--- src/rtl/mobo_router_pkg.sv ---
// mobo_router_pkg: control/status codes, router states, error causes and a select-width helper
package mobo_router_pkg;
  localparam logic [31:0] CTRL_READ = 32'd1;
  localparam logic [31:0] CTRL_WRITE = 32'd2;
  localparam logic [31:0] STAT_IDLE = 32'd0;
  localparam logic [31:0] STAT_DONE = 32'd1;
  localparam logic [31:0] STAT_ERR = 32'd2;
  typedef enum logic [1:0] {S_IDLE, S_REQ, S_REL, S_DONE} state_t;
  typedef enum logic [1:0] {ERR_NONE, ERR_MISS, ERR_TMO, ERR_CTRL} err_t;
  function automatic int sel_bits(input int n);
    return n > 1 ? $clog2(n) : 1;
  endfunction
endpackage

--- src/rtl/mobo_decode.sv ---
// mobo_decode: splits addr into device sel, window hit and local laddr (combinational)
module mobo_decode
  import mobo_router_pkg::*;
#(
  parameter int W = 32,
  parameter int N_DEV = 2,
  parameter int WIN_BITS = 16,
  parameter int SW = sel_bits(N_DEV)
) (
  input  logic [W-1:0]  addr,
  output logic [SW-1:0] sel,
  output logic          hit,
  output logic [W-1:0]  laddr
);
  logic [W-1:0] win;
  logic [W-1:0] mask;
  assign win = addr >> WIN_BITS;
  assign mask = ~({W{1'b1}} << WIN_BITS);
  assign hit = win < W'(N_DEV);
  assign sel = win[SW-1:0];
  assign laddr = addr & mask;
endmodule

--- src/rtl/mobo_router.sv ---
// mobo_router: routes one CPU transaction (cpu_ctrl/stat/addr/wdata/rdata) to device channel dev_ctrl/stat/rdata[i], with timeout and last_err cause
module mobo_router
  import mobo_router_pkg::*;
#(
  parameter int W = 32,
  parameter int N_DEV = 2,
  parameter int WIN_BITS = 16,
  parameter int TIMEOUT = 255
) (
  input  logic               clk,
  input  logic               rst,
  input  logic [W-1:0]       cpu_ctrl,
  output logic [W-1:0]       cpu_stat,
  input  logic [W-1:0]       cpu_addr,
  input  logic [W-1:0]       cpu_wdata,
  output logic [W-1:0]       cpu_rdata,
  output logic [N_DEV*W-1:0] dev_ctrl,
  input  logic [N_DEV*W-1:0] dev_stat,
  output logic [W-1:0]       dev_addr,
  output logic [W-1:0]       dev_wdata,
  input  logic [N_DEV*W-1:0] dev_rdata,
  output logic [1:0]         last_err
);
  localparam int SW = sel_bits(N_DEV);
  localparam logic [W-1:0] BOTH = W'(CTRL_READ | CTRL_WRITE);
  state_t state;
  logic [SW-1:0] sel, dsel;
  logic hit, rd, tmo;
  logic [W-1:0] laddr, stat, rdata;
  logic [31:0] cnt;
  mobo_decode #(.W(W), .N_DEV(N_DEV), .WIN_BITS(WIN_BITS), .SW(SW)) u_dec (
    .addr(cpu_addr), .sel(dsel), .hit(hit), .laddr(laddr)
  );
  assign stat = dev_stat[sel*W +: W];
  assign rdata = dev_rdata[sel*W +: W];
  assign tmo = TIMEOUT != 0 && cnt == 32'(TIMEOUT);
  always_ff @(posedge clk or posedge rst) begin
    if (rst) begin
      state <= S_IDLE;
      sel <= '0;
      rd <= 1'b0;
      cnt <= '0;
      cpu_stat <= W'(STAT_IDLE);
      cpu_rdata <= '0;
      dev_ctrl <= '0;
      dev_addr <= '0;
      dev_wdata <= '0;
      last_err <= ERR_NONE;
    end else begin
      case (state)
        S_IDLE: if (cpu_ctrl != '0) begin
          sel <= dsel;
          rd <= (cpu_ctrl & W'(CTRL_READ)) != '0;
          if ((cpu_ctrl & BOTH) == BOTH) begin
            cpu_stat <= W'(STAT_ERR);
            last_err <= ERR_CTRL;
            state <= S_DONE;
          end else if (!hit) begin
            cpu_stat <= W'(STAT_ERR);
            last_err <= ERR_MISS;
            state <= S_DONE;
          end else begin
            dev_ctrl[dsel*W +: W] <= cpu_ctrl;
            dev_addr <= laddr;
            dev_wdata <= cpu_wdata;
            cnt <= '0;
            state <= S_REQ;
          end
        end
        S_REQ: if (stat == W'(STAT_DONE)) begin
          if (rd) cpu_rdata <= rdata;
          dev_ctrl <= '0;
          cnt <= '0;
          state <= S_REL;
        end else if (tmo) begin
          dev_ctrl <= '0;
          cpu_stat <= W'(STAT_ERR);
          last_err <= ERR_TMO;
          state <= S_DONE;
        end else cnt <= &cnt ? cnt : cnt + 32'd1;
        S_REL: if (stat == W'(STAT_IDLE)) begin
          cpu_stat <= W'(STAT_DONE);
          last_err <= ERR_NONE;
          state <= S_DONE;
        end else if (tmo) begin
          cpu_stat <= W'(STAT_ERR);
          last_err <= ERR_TMO;
          state <= S_DONE;
        end else cnt <= &cnt ? cnt : cnt + 32'd1;
        S_DONE: if (cpu_ctrl == '0) begin
          cpu_stat <= W'(STAT_IDLE);
          state <= S_IDLE;
        end
        default: state <= S_IDLE;
      endcase
    end
  end
endmodule

--- config.mk ---
export PLATFORM = sky130hd
export DESIGN_NAME = mobo_router
export DESIGN_NICKNAME = d
export VERILOG_FILES = /design/src/rtl/mobo_router_pkg.sv /design/src/rtl/mobo_decode.sv /design/src/rtl/mobo_router.sv
export SDC_FILE = /design/constraint.sdc
export NUM_CORES = 1
export LEC_CHECK = 0
export CORE_AREA = 4 4 168 170
export CTS_BUF_LIST = sky130_fd_sc_hd__clkbuf_4
export DETAILED_ROUTE_END_ITERATION = 10
export DIE_AREA = 0 0 172 174
export PLACE_DENSITY = 0.79
export SYNTH_ARGS = -nofsm -noshare
export SYNTH_HDL_FRONTEND = slang
export SYNTH_SLANG_ARGS = --single-unit
export TNS_END_PERCENT = 20
--- constraint.sdc ---
create_clock -name clk -period 7.25 [get_ports clk]
set_clock_uncertainty 0.15 [all_clocks]
set_input_delay 1.45 -clock clk [delete_from_list [all_inputs] [get_ports clk]]
set_output_delay 1.45 -clock clk [all_outputs]
set_load 0.02 [all_outputs]
=== After elaboration in Yosys (flattened, before gate mapping) ===
Index checks and enable logic that the tools add are counted.
Widths: inputs -> output; s select.

* Memories kept: 0
* Input port bits: 226
* Output and inout bits: 194
* Latch bits: 0
* Memory bits (read-only): 0
* Bits in writable memories: 0
* Register bits after elaboration: 214

* Add/sub/neg operators: 2
* Div/mod/pow operators: 0
* Mux-type cells: 38
* Bitwise operators: 1
* $lt $le $gt $ge: 1
* Reductions and logical operators: 15
* Eq/ne operators: 14
* $mul: 0
* Shift-type cells: 4

{| class="wikitable"
|+ Operators by type and width
! kind !! count
|-
| $mux 32 || 14
|-
| $mux 64 || 5
|-
| $pmux 32 s4 || 1
|-
| $pmux 64 s2 || 1
|-
| $shiftx 64x7->32 || 2
|-
| $pmux 32 s3 || 1
|-
| $bwmux 64 || 1
|-
| $logic_not 32->1 || 2
|-
| $shift 32x34->64 const A || 1
|-
| $shiftx 32x34->64 || 1
|-
| $neg 6->34 || 1
|-
| $add 32x1->32 const B || 1
|-
| $eq 32x1->1 const B || 1
|-
| $eq 32x8->1 const B || 1
|-
| $reduce_and 32->1 || 1
|-
| $reduce_bool 32->1 || 1
|-
| $mux 2 || 13
|-
| $lt 16x2->1 const B || 1
|-
| $ne 2x2->1 const B || 6
|-
| $reduce_and 4->1 || 3
|-
| $reduce_and 5->1 || 2
|-
| $pmux 2 s4 || 1
|-
| $eq 2x2->1 const B || 3
|-
| $ne 3x3->1 const B || 2
|-
| 8 further kinds || 9
|}

=== Logic depth before layout (Yosys ltp) ===
* Depth after elaboration: 7
* Mapped depth: 10

=== Modules after synthesis ===
A second synthesis with hierarchy kept.

* Cell total of the unflattened synthesis: 871
* Area, all modules: 10181.0 um^2

{| class="wikitable"
|+ By module, submodules not included
! module !! area an instance (um^2) !! cells an instance !! times used
|-
| mobo_router || 9897.0 || 832 || 1
|-
| mobo_decode || 284.0 || 39 || 1
|}

=== Worst setup path before layout ===
OpenSTA, ideal clock, no wires.

* Path kind: input to register
* From: in cpu_addr[23]
* To: reg cnt[27]
* Slack: 3718 ps
* Library setup time: 73 ps
* Arrival time: 3309 ps
* Cell stages on the path: 8
* Required time: 7027 ps
* Path through: nor4_2 > nand3_1 > or3_4 > o22ai_4 > nand4_2 > buf_6 > or4_4 > a21oi_2

* Word-level cells in the longest chain between the ends: 3

{| class="wikitable"
|+ RTL lines
! what !! RTL line !! RTL
|-
| start: declaration || mobo_router.sv:14 || <nowiki>input logic [W-1:0] cpu_addr,</nowiki>
|-
| $lt 16x2->1 || mobo_decode.sv:19 || <nowiki>assign hit = win < W'(N_DEV);</nowiki>
|-
| $ne 2x2->1 (no line) || - ||
|-
| $reduce_and 5->1 (no line) || - ||
|-
| end signal: assignment || mobo_router.sv:80 || <nowiki>end else cnt <= &cnt ? cnt : cnt + 32'd1;</nowiki>
|-
| end signal: assignment || mobo_router.sv:89 || <nowiki>end else cnt <= &cnt ? cnt : cnt + 32'd1;</nowiki>
|-
| end: declaration || mobo_router.sv:30 || <nowiki>logic [31:0] cnt;</nowiki>
|}

No other way between the ends.
A chain may end at the register's enable or synchronous reset.

=== Worst setup path in the final report ===
* From: in dev_stat[25]
* To: reg cnt[25]

* Word-level cells in the longest chain between the ends: 4

{| class="wikitable"
|+ RTL lines
! what !! RTL line !! RTL
|-
| start: declaration || mobo_router.sv:18 || <nowiki>input logic [N_DEV*W-1:0] dev_stat,</nowiki>
|-
| $shiftx 64x7->32 (*) || mobo_router.sv:34 || <nowiki>assign stat = dev_stat[sel*W +: W];</nowiki>
|-
| $eq 32x1->1 or $logic_not 32->1 (tied branches) || mobo_router.sv:70, mobo_router.sv:81 ||
|-
| $mux 32 or $ne 2x2->1 (tied branches) || - ||
|-
| $pmux 32 s3 or $reduce_and 5->1 (tied branches) || - ||
|}

Every way passes the cells marked *; elsewhere a longest branch is shown, timed or not.

==> results.json <==
{
  "status": "finished, final reports clean",
  "yosys-top-cells-area": "dfrtp_1, mux2_2, a22o_1",
  "ioPinCount": 420,
  "ant_nets": 0,
  "cts_buffers": 58,
  "intPower_mw": 1.78,
  "yosys.area.top_type": "dfrtp_1",
  "cts_max_level": 2,
  "drive_gt1_share_pct": 13.0,
  "end_kind": "flip-flop",
  "layout_common_cells": "clkdlybuf4s50_1, dfrtp_1, clkbuf_4, a22o_1, o21ai_0",
  "cts-hold-fix-buffers": 0,
  "antenna_found_initial": 2,
  "power_switching_uw": 560,
  "cts_buffer_depth": 3,
  "final_cells": 1590,
  "timing.fmax_mhz": 241,
  "hold_depth": 2,
  "power.density_mw_per_mm2": 165,
  "ys_warn_count": 0,
  "area_growth_syn_to_layout_pct": 54.0,
  "ys.flop_type": "dfrtp_1",
  "grt_pass1_wl_mm": 45.1,
  "fin_crit_ns": 4.15,
  "power.share.combinational_pct": 7.6,
  "p_leak_nw": 6.20,
  "grt_usage_pct": 18.7,
  "post_drt_wl_per_cell_um": 18.3,
  "power_mw": 2.34,
  "p_clk_share_pct": 41.5,
  "final_nets": 1447,
  "synth.avg_cell_area_sq_um": 11.8,
  "grt_pass1_vias": 8558,
  "slew_headroom_pct": 33.5,
  "drt_pass1_iterations": 5,
  "layout_commonest_cell": "clkdlybuf4s50_1",
  "dp.cells": 1494,
  "cap_violations": 0,
  "tns_ns": 0,
  "core_sq_mm": 0.0267,
  "cts_sinks": 214,
  "insertion_delay_ns": 0.67,
  "grt_max_degree": 108,
  "swShare_pct": 23.9,
  "finalHoldViolCount": 0,
  "cts_root_buf": "clkbuf_4",
  "drc": 0,
  "die_h_um": 174,
  "clk_pin_slew_ns": 0.06,
  "globalplace.congestion": 0.874,
  "cp-start-kind": "primary input",
  "peakVddDrop_uv": 155,
  "dieWidth_um": 172,
  "netlist.area_leader.share_pct": 57.9,
  "syn_area_sq_mm": 0.00925,
  "dp_slack_ns": 2.51,
  "drt-initial-drc-count": 538,
  "post-cts-setup-buffers": 0,
  "synthCells": 782,
  "rows": 60,
  "arrival_ns": 4.56,
  "fill_cells": 2354,
  "tritoncts": "yes",
  "setup_violations": 0,
  "ctsResizeCount": 0,
  "synth.distinct_cells": 55,
  "async_reset_ff_share_pct": 100,
  "port_buffers": 403,
  "hp-class": "flip-flop to flip-flop",
  "min_period_over_period_pct": 57.2,
  "reg2reg_depth": 8,
  "wl_mm": 29.1,
  "dr_total_vias": 8030,
  "crit_path_max_fanout": 13,
  "ys_seq_area_share_pct": 57.9,
  "tightest_slew_ns": 0.997,
  "seqPwrFrac_pct": 51.0,
  "setup_ws_ns": 3.10,
  "synth_edf_count": 0,
  "via_per_inst": 5.05,
  "ys_ff_latch": 214,
  "overflow": 0,
  "die_area_sq_mm": 0.0299,
  "worstPathRequired_ns": 7.66,
  "hpwl_mm": 21.2,
  "worstSetupPathType": "primary input to flip-flop",
  "rsz0062_at_grt": "no",
  "drv_slew": 0,
  "initial_core_util_pct": 34.6
}
-- metal layers --
| layer | GRT usage (%) | part of all wire [%] | routed length [um] | vias up |
|---|---|---|---|---|
| met4 | 5.50 | 2.6 | 744 | 2 |
| met3 | 6.57 | 9.3 | 2700 | 68 |
| met5 | 0 | 0.045 | 13 | - |
| met1 | 22.6 | 39 | 11300 | 3874 |
| li1 | - | - | - | 3744 |
| met2 | 31.5 | 49 | 14300 | 342 |
-- metrics by stage --
step,instance area [sq um],util (%),hold WS (ns)
6_report,14200,53.3,0.327
3_5_place_dp,13600,50.9,0.319
5_1_grt,14200,53.3,0.349
4_1_cts,14200,53.3,0.333
2_1_floorplan,9310,-,0.330
3_3_place_gp,13600,50.9,0.311
-- state kept, by name (all words and copies together) (netlist names) --
register and count:
sel 1, dev_ctrl 64, last_err 2, dev_addr 16, cpu_stat 32, cnt 32
state 2, dev_wdata 32, cpu_rdata 32, rd 1
-- power by group through the flow --
stage | combinational [mW] | clock, mW | sequential, mW
after floorplan | 0.0410 | 0 | 1.22
after global placement | 0.177 | 0 | 1.22
after detailed placement | 0.179 | 0 | 1.22
after CTS | 0.180 | 1.02 | 1.19
after global routing | 0.192 | 1.09 | 1.19
final | 0.177 | 0.972 | 1.19
-- cell type report --
type	count	area (sq um)	share of cell area (%)
antenna	1	2.50	0.0176
clock buffer	74	556	3.90
clock inverter	21	92.6	0.650
inverter	13	52.6	0.369
multi-input combinational	512	3630	25.5
sequential	214	5360	37.6
tap	341	427	3.00
timing repair buffer	414	4130	29.0
-- worst paths after layout --
kind                               startpoint            end  slack [ns]
worst max-delay path             dev_stat[25]        cnt[25]        3.10
worst min-delay path            cpu_rdata[28]  cpu_rdata[28]        0.33
worst max register to register            sel        cnt[25]        3.36
worst min register to register  cpu_rdata[28]  cpu_rdata[28]        0.33
max in group asynchronous                 rst    cpu_stat[9]        4.49
min in group asynchronous                 rst  dev_wdata[14]        1.14
-- worst max-delay path, stage by stage --
cell	delay [ns]
clkdlybuf4s50_1	0.49
nor4_1	0.06
nand4_1	0.14
nor4_2	0.10
o2111ai_1	0.82
nand4_1	0.65
or4_1	0.67
a21oi_1	0.16
-- Yosys cell counts (16+ instances only) --
cell type    n
buf_2       16
a21oi_1     28
a22o_1      64
mux2i_1     34
nor2_1      19
nand4_1     20
o21ai_0     53
nand2_1     52
dfrtp_1    214
nor4_1      27
mux2_2      50
buf_4       16
and2_1      32
clkbuf_1    24
-- kinds of logic (layout without fill, tap and decap cells) --
group	Yosys count	in the layout	share of synthesized area, %
flip-flops	214	214	57.9
multiplexers	84	84	9.77
buffers and inverters	71	522	3.83
adder cells (fa/ha/maj)	8	8	1.08
XOR/XNOR	7	7	0.663
AND/OR/NAND/NOR	217	217	13.2
AO/OA/AOI/OAI	180	180	13.5
other	1	17	0.0405
Note: power is estimated with default switching activity, not from simulation.
==> RTL change: new RTL, same flow settings <==
`N_DEV` is set to 2 in 2 places; all go to 1.
--- a/src/rtl/mobo_decode.sv
+++ b/src/rtl/mobo_decode.sv
@@ -4,5 +4,5 @@
 #(
   parameter int W = 32,
-  parameter int N_DEV = 2,
+  parameter int N_DEV = 1,
   parameter int WIN_BITS = 16,
   parameter int SW = sel_bits(N_DEV)
--- a/src/rtl/mobo_router.sv
+++ b/src/rtl/mobo_router.sv
@@ -4,5 +4,5 @@
 #(
   parameter int W = 32,
-  parameter int N_DEV = 2,
+  parameter int N_DEV = 1,
   parameter int WIN_BITS = 16,
   parameter int TIMEOUT = 255
Ports: changed (resized dev_ctrl, dev_rdata and dev_stat); port bits go from 420 to 324. No check against the original RTL was run, so the function may have changed too.
==> RTL change against the original RTL <==
Final area decreased by 15%; area after synthesis down 9.0%; hold slack improved by 0.034 ns; sequential share of layout area increased by 0.15 points; sequential cell count decreased by 32; wire length shrank 13%; worst setup slack worse by 0.51 ns; maximum frequency decreased by 11%; via count is 15% lower; highest routed layer is now met4.
Power is not compared: it rests on default switching activity, and its combinational part moved more than twofold at a synthesized area within 25%.
==> RTL change: results (changes against the original RTL) <==
Finish
  • Layout cell share with drive strength beyond 1: 7.91% (was 13.0%)
  • Filler instances: 2425 (was 2354)
  • # nets final: 1205 (was 1447)

Clock network
  • CTS root buf: clkbuf_4 (unchanged)
  • H-tree depth: 4 (was 2)
  • Clk buf depth: 2 (was 3)
  • CTS clk-pin slew, worst paths: 0.17 ns (was 0.06 ns)
  • Clk Latency, worst-skew pair: 0.56 ns (was 0.67 ns)

Placed design
  • GPL Wtd Cong: 0.829 (was 0.874)
  • Post-placement cell area: 11800 um2 (was 13600 um2)
  • PortBufs: 307 (was 403)
  • Detailed Place HPWL: 19000 um (was 21200 um)

Critical path
  • Crit Reg-Reg Endpoint: cnt[10] (was cnt[25])
  • Worst-path fanout max: 63 (was 13)
  • Reg2reg setup slack: 3.80 ns (was 3.36 ns)
  • Critical Path Start: cpu_addr[16] (was dev_stat[25])
  • RR Startpoint: state[0] (was sel)

STA
  • Slew @ Worst Pin: 1.05 ns (was 0.997 ns)
  • Hold Slack: 0.360 ns (was 0.327 ns)

Yosys
  • Seq/Total Area, Yosys: 54.1% (was 57.9%)
  • Top cells by area, synth: dfrtp_1, mux2_1, nor2b_1 (was dfrtp_1, mux2_2, a22o_1)
  • Synth unique cells: 52 (was 55)

Routing
  • Routed wire length per instance: 18.1 um (was 18.3 um)
  • Drt via density: 4.90 (was 5.05)
  • Drt first pass iters: 4 (was 5)
  • Initial DRC count: 403 (was 538)

Global routing
  • Vias in the first global route: 7020 (was 8558)
  • First-pass GRT wire length: 38600 um (was 45100 um)
  • Tot GR Track Use: 16.2% (was 18.7%)
  • Maximum number of pins on one net before global-route repair: 94 (was 108)

Outcome
  • Status: completed (unchanged)
[RTL change: cell count changes after synthesis, sizes merged, moves of 6 or more]
| cell | unedited run | this run |
|---|---|---|
| nor2 | 19 | 13 |
| o21ai | 56 | 10 |
| or3 | 16 | 7 |
| o31ai | 11 | 28 |
| o41ai | 0 | 6 |
| nand4 | 21 | 11 |
| nor2b | 0 | 63 |
| mux2 | 50 | 82 |
| inv | 13 | 45 |
| xor2 | 6 | 0 |
| or4 | 9 | 27 |
| dfrtp | 214 | 182 |
| a22o | 64 | 0 |
| and2 | 32 | 2 |
[RTL change: worst max-delay path, cell delays in order]
cell and delay, ns:
clkdlybuf4s50_1 0.46, nor4_2 0.34, and3_1 0.26, o2111ai_1 0.24
a211o_2 0.76, nor2_1 0.94, buf_4 0.37, a21oi_1 0.07
[RTL change: worst min path at each step]
stage | to | cells after the start | from
after global routing | cpu_rdata[8] | 1 | cpu_rdata[8]
after detailed placement | dev_wdata[10] | 1 | dev_wdata[10]
after CTS | cpu_rdata[23] | 1 | cpu_rdata[23]
final | cpu_rdata[5] | 1 | cpu_rdata[5]
after floorplan | rd | 1 | rd
after global placement | dev_addr[13] | 1 | dev_addr[13]
[RTL change: layer usage]
layer	up-vias	global-route usage (%)	routed length, um
met1	3332	20.0	10200
li1	3213	-	-
met3	32	4.21	1940
met5	-	0	0
met4	0	4.72	438
met2	243	27.8	12700
[RTL change: cell families (layout without fill, tap and decap cells)]
group | Yosys count | after routing | share of synthesized area, %
buf+inv | 98 | 393 | 5.55
compound gates | 94 | 94 | 7.48
fa+ha+maj | 7 | 7 | 1.04
simple gates | 241 | 241 | 16.7
mux | 116 | 116 | 15.0
other cells | 1 | 18 | 0.0446
flops | 182 | 182 | 54.1
[RTL change: power breakdown]
part           switching [W]  internal [W]
registers          0.0000476       0.00110
clock network       0.000420      0.000165
logic               0.000243      0.000257
total               0.000710       0.00152
[RTL change: layout make-up]
cell class                      instances  area, um2  share of cell area, %
Timing Repair Buffer                  316       3140                   26.0
Antenna cell                            2       5.00                 0.0415
Clock buffer                           18        135                   1.12
Clock inverter                         14        158                   1.31
Tap cell                              341        427                   3.54
Inverter                               45        174                   1.44
Sequential cell                       182       4550                   37.8
Multi-Input combinational cell        474       3470                   28.7
[RTL change: metrics by stage]
step           setup WS (ns)  total power, W  cells  util [%]
2_1_floorplan          0.706         0.00137    754         -
3_3_place_gp            2.14         0.00165   1358      44.0
3_5_place_dp            2.02         0.00167   1358      44.0
4_1_cts                 2.66         0.00227   1390      45.1
5_1_grt                 2.36         0.00235   1392      45.1
6_report                2.60         0.00223   1392      45.1
